**config.mk**
```make
export PLATFORM = sky130hd
export DESIGN_NAME = ushift_register
export DESIGN_NICKNAME = d
export VERILOG_FILES = /design/src/rtl/ushift_register.sv
export SDC_FILE = /design/constraint.sdc
export NUM_CORES = 1
export LEC_CHECK = 0
export CAP_MARGIN = 30
export CORE_MARGIN = 2
export CORE_UTILIZATION = 48
export CTS_CLUSTER_DIAMETER = 40
export CTS_CLUSTER_SIZE = 25
export DETAILED_ROUTE_END_ITERATION = 8
export HOLD_SLACK_MARGIN = 0.06
export MAX_ROUTING_LAYER = met4
export PLACE_DENSITY = 0.86
export SYNTH_ARGS = -nofsm -noshare
export SYNTH_HDL_FRONTEND = slang
export SYNTH_SLANG_ARGS = --single-unit
```
**constraint.sdc**
```tcl
create_clock -name clk -period 2 [get_ports clk]
set_input_delay 0.3 -clock clk [delete_from_list [all_inputs] [get_ports clk]]
set_output_delay 0.3 -clock clk [all_outputs]
set_load 0.03 [all_outputs]
```
**src/rtl/ushift_register.sv**
```systemverilog
// Universal shift register: parallel load, sync clear, left/right serial shift.
// Define USHIFT_FRAME_EN to build the frame counter, o_count and o_frame_done.
module ushift_register #(
  parameter int BITS  = 32,
  parameter int CNT_W = $clog2(BITS + 1)
) (
  input  logic             clk,
  input  logic             reset,
  input  logic             i_sclr,
  input  logic             i_load,
  input  logic [BITS-1:0]  i_pdat,
  input  logic             i_en,
  input  logic             i_dir,
  input  logic             i_dat,
  output logic [BITS-1:0]  o_data,
  output logic             o_sout,
  output logic             o_frame_done,
  output logic [CNT_W-1:0] o_count
);

  logic [BITS-1:0] shift_q;
  logic [BITS-1:0] shift_d;

  always_comb begin
    shift_d = shift_q;
    if (i_sclr)
      shift_d = '0;
    else if (i_load)
      shift_d = i_pdat;
    else if (i_en)
      shift_d = i_dir ? {i_dat, shift_q[BITS-1:1]} : {shift_q[BITS-2:0], i_dat};
  end

  always_ff @(posedge clk or posedge reset) begin
    if (reset)
      shift_q <= '0;
    else
      shift_q <= shift_d;
  end

  assign o_data = shift_q;
  assign o_sout = i_dir ? shift_q[0] : shift_q[BITS-1];

`ifdef USHIFT_FRAME_EN
  localparam logic [CNT_W-1:0] LAST = CNT_W'(BITS - 1);

  logic [CNT_W-1:0] count_q;
  logic             done_q;

  // The shift that would take the count to BITS wraps it to zero and fires the pulse.
  always_ff @(posedge clk or posedge reset) begin
    if (reset) begin
      count_q <= '0;
      done_q  <= 1'b0;
    end else if (i_sclr || i_load) begin
      count_q <= '0;
      done_q  <= 1'b0;
    end else if (i_en) begin
      if (count_q == LAST) begin
        count_q <= '0;
        done_q  <= 1'b1;
      end else begin
        count_q <= count_q + 1'b1;
        done_q  <= 1'b0;
      end
    end else begin
      done_q <= 1'b0;
    end
  end

  assign o_count      = count_q;
  assign o_frame_done = done_q;
`else
  assign o_count      = '0;
  assign o_frame_done = 1'b0;
`endif

endmodule

```
==> run metrics, run 1 <==
status complete, no violations; largest net degree at the start of global routing 33; period utilization 94.5%; global-route wire length before repair 9310 um; Pwr Total around 1.9 mW; post-synth cell types 15; post-synthesis sequential area ratio around two fifths; die height 70.2 um; # resized after CTS 0; P per Cell Area ~660 nW/um^2; Reg area 801 um^2; area delta synth->final 40.4%; Clock Skew 3.90 ps; Hold/Removal Path Class input pin to async pin; nets@finish roughly 270; max reg flops 32; final setup violation count 0; top cell type's share of synthesized area a little under two fifths; Critical Path RT 1700 ps; Total Routing Usage GR approximately 25%; Crit. Startpoint o_data[0]$_DFFE_PP0P_; Starting Density about half; commonest cells after routing, fill and taps aside clkdlybuf4s50_1 (70), nor4b_1 (32), a221o_1 (32), dfrtp_1 (32), mux2_4 (29); Final ANT Viol Nets 0; DIE AREA 4920 um^2; R2R setup slack between 800 and 900 ps; worst r2r dst o_data[29]$_DFFE_PP0P_; ANT cells 0; DRT iter0 DRCs 194; final period demand of the worst path 1890 ps; Syn. warnings 0; f_max 529 MHz; total core area between 4000 and 5000 um^2; Synth Instances roughly 160; H-tree Lvls 2; Synth Cell Area 2100 um^2; actual slew at the worst max-slew pin between 700 and 800 ps; total gr overflow 0; # Post-CTS Setup Buffers 0; detailed placement HPWL around 3800 um; commonest non-fill, non-tap cell in the layout clkdlybuf4s50_1; Synth area leaders dfrtp_1 (38%), mux2_4 (21%), a221o_1 (15%); drc violations 0; Synth Register Bits 32; Core Rows 24; cts bufs inserted 5; Clock Path Buffers 2; Fill cells around 320; Die X about 70 um; worst r2r src o_data[30]$_DFFE_PP0P_; Worst Setup Path Type flip-flop to output port; # IOs 79; Syn Area/Cell 12.9 um^2; Worst slew margin roughly half; Worst-Skew Late Latency ~290 ps; I/O Buffers 71; CTS tree done; multi-input logic area about 1100 um^2; CP max FO 4; maxcap violations 0; RSZ-0062 raised after global routing false; CP Launch Type flip-flop; vias in the first global route roughly 1800; DRT Pass-1 Iters 4; Pins Over Slew Limit 0; Sink Count 32; final wirelength 5740 um; CP arrival around 1600 ps; Reg clk slew, reported paths 70 ps; initial antenna violation count 0; Root Buffer clkbuf_8; placer congestion estimate between 0.7 and 0.8; vias per inst 6.34; Routed WL per cell 20.5 um; Worst Reg-to-Reg Cells 2; layout cells sized above 1 between 20% and 30%; final hold vios 0; Hold Buf Count CTS 0; VDD IR max approximately 0.32 mV; largest area contributor in the netlist dfrtp_1; vias post-DR around 1800; P_leak around 1.2 nW; Worst setup EP type output port; smallest hold slack 397 ps
## cell usage after synthesis
cell type / number
mux2_4: 29
buf_8: 3
clkbuf_1: 9
inv_1: 1
conb_1: 1
dfrtp_1: 32
mux2_2: 4
nor3b_2: 1
buf_2: 8
a221o_1: 32
buf_4: 7
nor2b_1: 2
clkbuf_2: 1
nor4b_1: 32
buf_6: 1
## metrics by stage
step                      util, %  instance area (um^2)  setup TNS [ps]  worst slack [ps]  instances
after floorplan                 -                  2120               0               723        169
after detailed placement     65.8                  2820           -13.8             -8.93        272
after global placement       64.8                  2780           -7810              -259        270
after CTS                    68.7                  2950               0               107        280
final                        68.7                  2950               0               110        280
after global routing         68.7                  2950               0              82.1        280
## power by group
part	switching (mW)	internal [mW]
Sequential	0.0471	0.687
Combinational	0.249	0.274
Clock	0.244	0.439
## cells by family after synthesis
kind of cell	count (synthesis)	synth area share (%)
DFF	32	38.1
buffers and inverters	30	9.11
and+or+nand+nor	35	14.5
muxes	33	22.9
other	1	0.178
AOI/OAI and AO/OA	32	15.2
## routing by layer
layer / share of wire [%] / up-vias / routed length, um / track usage (%)
li1: - / 776 / - / -
met1: 41 / 897 / 2370 / 32.4
met2: 50 / 90 / 2870 / 38.4
met3: 6.6 / 11 / 379 / 5.48
met4: 2.0 / 0 / 116 / 8.33
met5: 0 / - / 0 / -
## layout make-up
class                           instances  share of cell area, %
Multi-Input combinational cell        107                   38.7
Clock inverter                          1                   1.02
Timing Repair Buffer                   80                   27.6
Sequential cell                        32                   27.1
Clock buffer                            7                   3.27
Tap cell                               52                   2.21
Inverter                                1                  0.127
## critical path, cell delays in order, from the launching register on
cell             delay, ps
dfrtp_1                420
mux2_2                 290
clkdlybuf4s50_1        600
## worst max path at each step
stage / to / slack [ps] / cells past startpoint
final: o_sout / 110 / 2
after global routing: o_sout / 80 / 2
after CTS: o_sout / 110 / 2
after detailed placement: o_data[6]$_DFFE_PP0P_ / -9 / 4
after global placement: o_data[19]$_DFFE_PP0P_ / -260 / 3
after floorplan: o_sout / 720 / 3
(Power assumes the default switching activity.)
==> inputs of run 2 (changes only) <==
--- a/config.mk
+++ b/config.mk
@@ -7,13 +7,14 @@
 export LEC_CHECK = 0
 export CAP_MARGIN = 30
 export CORE_MARGIN = 2
-export CORE_UTILIZATION = 48
+export CORE_UTILIZATION = 49
+export CTS_BUF_LIST = sky130_fd_sc_hd__clkbuf_8
 export CTS_CLUSTER_DIAMETER = 40
 export CTS_CLUSTER_SIZE = 25
 export DETAILED_ROUTE_END_ITERATION = 8
 export HOLD_SLACK_MARGIN = 0.06
 export MAX_ROUTING_LAYER = met4
-export PLACE_DENSITY = 0.86
+export PLACE_DENSITY = 0.88
 export SYNTH_ARGS = -nofsm -noshare
 export SYNTH_HDL_FRONTEND = slang
 export SYNTH_SLANG_ARGS = --single-unit
==> run 2 against run 1 <==
Sequential power barely moved. Wire length down 3.4%. Largest power group unchanged. Design area fell by 2.2%. Worst hold slack got worse by 86 ps. Critical path depth unchanged. Maximum frequency rose by 0.29%. Cell count down 1.4%. Global-route usage decreased by 0.057 points. First-iteration DRC count rose by 19%. Combinational power decreased by 0.8%. Die area decreased by 1.9%.
==> run metrics, run 2 (synthesis gave the netlist of run 1 again) <==
Switching Share 30.6% (was 27.8%); vias in the first global route 1797 (was 1817); # resized after CTS 0 (unchanged); Seq pwr share 43.0% (was 37.8%); placer congestion estimate 0.748 (was 0.783); P per Cell Area 592 nW/um^2 (was 658 nW/um^2); P_sw 523 uW (was 540 uW); logic gate share of total power 30.4% (was 26.9%); Hold Buf Count CTS 0 (unchanged); Critical-path top delay cell clkdlybuf4s50_1 (unchanged); met2 usage 37.8% (was 38.4%); DRT iter0 DRCs 230 (was 194); CTS tree done (unchanged); drc violations 0 (unchanged); Die X 69.5 um (was 70.2 um); Final ANT Viol Nets 0 (unchanged); Sink Count 32 (unchanged); vias post-DR 1757 (was 1774); met3 Track Usage GR 5.96% (was 5.48%); DIE AREA 4830 um^2 (was 4920 um^2); Clock Skew 8.06 ps (was 3.90 ps); ANT cells 0 (unchanged); initial antenna violation count 0 (unchanged); clock share of power 26.6% (was 35.2%); nets@finish 267 (was 266); largest net degree at the start of global routing 33 (unchanged); Worst setup EP type output port (unchanged); CP Launch Type flip-flop (unchanged); Most Used Layer, Global Route met2 (unchanged); period utilization 94.2% (was 94.5%); GR Layer Usage met1 32.7% (was 32.4%); H-tree Lvls 2 (unchanged); Worst Setup Path Type flip-flop to output port (unchanged); maxcap violations 0 (unchanged); Clock Path Buffers 2 (unchanged); Critical Path RT 1700 ps (about the same); total gr overflow 0 (unchanged); Final Util 71.1% (was 68.7%); commonest cells after routing, fill and taps aside clkdlybuf4s50_1 (70), nor4b_1 (32), a221o_1 (32), dfrtp_1 (32), mux2_4 (29) (unchanged); CP arrival 1580 ps (was 1590 ps); DRT Pass-1 Iters 5 (was 4); Starting Density 51.8% (was 49.0%); actual slew at the worst max-slew pin 770 ps (was 737 ps); area delta synth->final 37.3% (was 40.4%); CP peak stage delay 600 ps (about the same); final period demand of the worst path 1880 ps (was 1890 ps); total core area 4060 um^2 (was 4290 um^2); final wirelength 5540 um (was 5740 um); Hold/Removal Path Class input pin to async pin (unchanged); global-route wire length before repair 9250 um (was 9310 um); Root Buffer clkbuf_8 (unchanged); critical-path cell list mux2_2 -> clkdlybuf4s50_1 (unchanged); vias per inst 6.37 (was 6.34); Worst-Skew Late Latency 290 ps (about the same); Core Rows 23 (was 24); # IOs 79 (unchanged); final hold vios 0 (unchanged); commonest non-fill, non-tap cell in the layout clkdlybuf4s50_1 (unchanged); Reg clk slew, reported paths 70 ps (about the same); Pint 1.18 mW (was 1.40 mW); Total Routing Usage GR 24.7% (was 24.8%); cts bufs inserted 5 (unchanged); die height 69.5 um (was 70.2 um); max reg flops 32 (unchanged); status complete, no violations (unchanged); CP max FO 4 (unchanged); VDD IR max 0.282 mV (was 0.324 mV); Buf/Inv on CP 1 (unchanged); f_max 531 MHz (was 529 MHz); Worst slew margin 48.6% (was 50.6%); setup TNS 0 ps (unchanged); detailed placement HPWL 3860 um (was 3830 um); Pins Over Slew Limit 0 (unchanged); delay-heaviest family, CP buffers and inverters (unchanged); RSZ-0062 raised after global routing false (unchanged); # Post-CTS Setup Buffers 0 (unchanged); final setup violation count 0 (unchanged); I/O Buffers 71 (unchanged); P_leak 1.21 nW (was 1.24 nW); layout cells sized above 1 22.6% (was 23.2%); Routed WL per cell 20.1 um (was 20.5 um)
==> run 2: changes by cell type in the layout (fill, tap and decap cells not counted), sizes merged <==
cell and change:
buf +1, bufinv -1, clkbuf -2
==> run 2: metrics by stage <==
step                      hold WS, ps  power [mW]  setup slack (ps)  instance area [um^2]  std cells
after floorplan                   416        1.06               723                  2120        169
after global placement            633        1.25              -269                  2790        269
after detailed placement          641        1.26             -21.2                  2820        271
after CTS                         327        1.71               113                  2890        276
after global routing              353        1.78              89.4                  2890        276
final                             311        1.71               116                  2890        276
==> run 2: area by class of cell <==
class | instances | area [um^2]
Multi-Input combinational cell | 107 | 1140
Timing Repair Buffer | 81 | 808
Sequential cell | 32 | 801
Clock buffer | 5 | 68.8
Inverter | 1 | 3.75
Fill cell | 297 | 1170
Tap cell | 50 | 62.6
==> run 2: power groups by stage <==
stage / logic [mW] / clock network (mW) / registers (mW)
3_5_place_dp: 0.519 / 0 / 0.745
6_report: 0.519 / 0.454 / 0.735
5_1_grt: 0.547 / 0.489 / 0.741
4_1_cts: 0.520 / 0.458 / 0.735
3_3_place_gp: 0.505 / 0 / 0.743
2_1_floorplan: 0.250 / 0 / 0.813
==> run 2: metal layers <==
layer	vias up	wire length, um
li1	775	-
met1	896	2410
met2	77	2700
met3	9	370
met4	0	70
met5	-	0
==> run 2: worst paths after layout <==
kind	endpoint	slack (ps)	start	cells after the start
min	o_data[20]$_DFFE_PP0P_	310	reset	2
min in group clk	o_data[1]$_DFFE_PP0P_	630	i_pdat[1]	2
max	o_sout	120	o_data[0]$_DFFE_PP0P_	2
min reg2reg	o_data[4]$_DFFE_PP0P_	680	o_data[3]$_DFFE_PP0P_	2
max reg2reg	o_data[29]$_DFFE_PP0P_	850	o_data[30]$_DFFE_PP0P_	2
max in group asynchronous	o_data[21]$_DFFE_PP0P_	1150	reset	3
==> inputs of run 3 (changes only) <==
--- a/config.mk
+++ b/config.mk
@@ -12,6 +12,7 @@
 export CTS_CLUSTER_DIAMETER = 40
 export CTS_CLUSTER_SIZE = 25
 export DETAILED_ROUTE_END_ITERATION = 8
+export GPL_TIMING_DRIVEN = 0
 export HOLD_SLACK_MARGIN = 0.06
 export MAX_ROUTING_LAYER = met4
 export PLACE_DENSITY = 0.88
==> run 3 against run 2 <==
Setup slack improved by 12 ps. Sequential cell count did not move. Design area increased by 3.1%. Core utilization grew 2.2 points. Maximum frequency up 0.63%. Clock skew decreased by 3.8 ps. Cell count rose by 6.9%. Via count rose by 3.1%.
==> run metrics, run 3 (synthesis gave the netlist of run 1 again) <==
Starting Density 51.8% (unchanged); DRT Pass-1 Iters 4 (was 5); drc violations 0 (unchanged); total gr overflow 0 (unchanged); Worst Setup Path Type flip-flop to output port (unchanged); period utilization 93.6% (was 94.2%); # resized after CTS 0 (unchanged); status complete, no violations (unchanged); final wirelength 5610 um (was 5540 um); I/O Buffers 67 (was 71); final hold vios 0 (unchanged); Buf/Inv on CP 1 (unchanged); actual slew at the worst max-slew pin 544 ps (was 770 ps); H-tree Lvls 2 (unchanged); Pins Over Slew Limit 0 (unchanged); clock share of power 28.9% (was 26.6%); Worst slew margin 63.7% (was 48.6%); DIE AREA 4830 um^2 (unchanged); logic gate share of total power 29.9% (was 30.4%); ANT cells 0 (unchanged); final setup violation count 0 (unchanged); Total Routing Usage GR 23.8% (was 24.7%); R2R setup slack 820 ps (was 850 ps); RSZ-0062 raised after global routing false (unchanged); Reg area 801 um^2 (unchanged); critical-path cell list mux2_2 -> clkdlybuf4s50_1 (unchanged); Routed WL per cell 19.0 um (was 20.1 um); Clock Skew 4.30 ps (was 8.06 ps); Root Buffer clkbuf_8 (unchanged); DRT iter0 DRCs 148 (was 230); CP arrival 1570 ps (was 1580 ps); P per Cell Area 599 nW/um^2 (was 592 nW/um^2); vias post-DR 1811 (was 1757); Sink Count 32 (unchanged); P_sw 541 uW (was 523 uW); Pint 1.24 mW (was 1.18 mW); initial antenna violation count 0 (unchanged); worst r2r dst o_data[29]$_DFFE_PP0P_ (unchanged); Final ANT Viol Nets 0 (unchanged); layout cells sized above 1 24.9% (was 22.6%); maxcap violations 0 (unchanged); # Post-CTS Setup Buffers 0 (unchanged); nets@finish 283 (was 267); Crit. Startpoint o_data[0]$_DFFE_PP0P_ (unchanged); Worst Setup EP o_sout (unchanged); Die X 69.5 um (unchanged); largest net degree at the start of global routing 21 (was 33); area delta synth->final 41.5% (was 37.3%); CP peak stage delay 590 ps (was 600 ps); CP Launch Type flip-flop (unchanged); Worst Reg-to-Reg Cells 2 (unchanged); final period demand of the worst path 1870 ps (was 1880 ps); cts bufs inserted 5 (unchanged); Stages on worst setup path 2 (unchanged); Seq pwr share 41.3% (was 43.0%); vias per inst 6.14 (was 6.37); global-route wire length before repair 8960 um (was 9250 um); multi-input logic area 1130 um^2 (was 1140 um^2); CP max FO 4 (unchanged); Switching Share 30.4% (was 30.6%); worst r2r src o_data[30]$_DFFE_PP0P_ (unchanged); setup TNS 0 ps (unchanged); die height 69.5 um (unchanged); commonest non-fill, non-tap cell in the layout clkdlybuf4s50_1 (unchanged); Critical Path RT 1700 ps (about the same); Critical-path top delay cell clkdlybuf4s50_1 (unchanged); Worst setup EP type output port (unchanged); vias in the first global route 1771 (was 1797); Worst-Skew Late Latency 280 ps (was 290 ps); detailed placement HPWL 3940 um (was 3860 um); VDD IR max 0.321 mV (was 0.282 mV); Reg clk slew, reported paths 70 ps (about the same); smallest hold slack 358 ps (was 311 ps); delay-heaviest family, CP buffers and inverters (unchanged); CTS tree done (unchanged); # IOs 79 (unchanged); max reg flops 32 (unchanged); total core area 4060 um^2 (unchanged); Core Rows 23 (unchanged); Fill cells 285 (was 297); P_leak 1.28 nW (was 1.21 nW); commonest cells after routing, fill and taps aside clkdlybuf4s50_1 (67), nor4b_1 (32), a221o_1 (32), dfrtp_1 (32), mux2_4 (29) (was clkdlybuf4s50_1 (70), nor4b_1 (32), a221o_1 (32), dfrtp_1 (32), mux2_4 (29)); Clock Path Buffers 2 (unchanged); placer congestion estimate 0.786 (was 0.748); Hold Buf Count CTS 0 (unchanged); Hold/Removal Path Class input pin to async pin (unchanged); f_max 534 MHz (was 531 MHz)
run 3: power groups by stage:
stage / clock, mW / combinational, mW / sequential (mW)
detailed placement: 0 / 0.530 / 0.744
CTS: 0.520 / 0.532 / 0.733
floorplan: 0 / 0.250 / 0.813
finish: 0.514 / 0.532 / 0.735
global placement: 0 / 0.515 / 0.743
global route: 0.547 / 0.559 / 0.739
run 3: area by class of cell:
cell class / count / area share [%]
multi-input cells: 107 / 38.1
flip-flops and latches: 32 / 26.9
repair buffers: 68 / 23.5
plain buffers: 29 / 6.31
clock buffers: 6 / 2.78
well taps: 50 / 2.10
clock inverters: 2 / 0.252
inverters: 1 / 0.126
run 3: layer usage:
metal  wire length (um)  global-route usage [%]
met3                393                    5.52
met5                  0                       -
met4                 76                    5.88
met1               2480                    31.0
met2               2660                    37.8
run 3: metrics by stage:
step	power [mW]	area, um^2	std cells	utilization (%)	setup slack, ps
2_1_floorplan	1.06	2120	169	-	723
3_3_place_gp	1.26	2860	286	70.4	178
3_5_place_dp	1.27	2890	287	71.1	179
4_1_cts	1.79	2980	295	73.3	132
5_1_grt	1.85	2980	295	73.3	102
6_report	1.78	2980	295	73.3	128
run 3: how the worst min path moves through the flow:
stage / slack, ps / from / to / cells past startpoint
final: 360 / reset / o_data[30]$_DFFE_PP0P_ / 2
after detailed placement: 680 / reset / o_data[21]$_DFFE_PP0P_ / 2
after global placement: 670 / o_data[19]$_DFFE_PP0P_ / o_data[20]$_DFFE_PP0P_ / 2
after floorplan: 420 / reset / o_data[0]$_DFFE_PP0P_ / 1
after global routing: 410 / reset / o_data[26]$_DFFE_PP0P_ / 2
after CTS: 370 / reset / o_data[26]$_DFFE_PP0P_ / 2
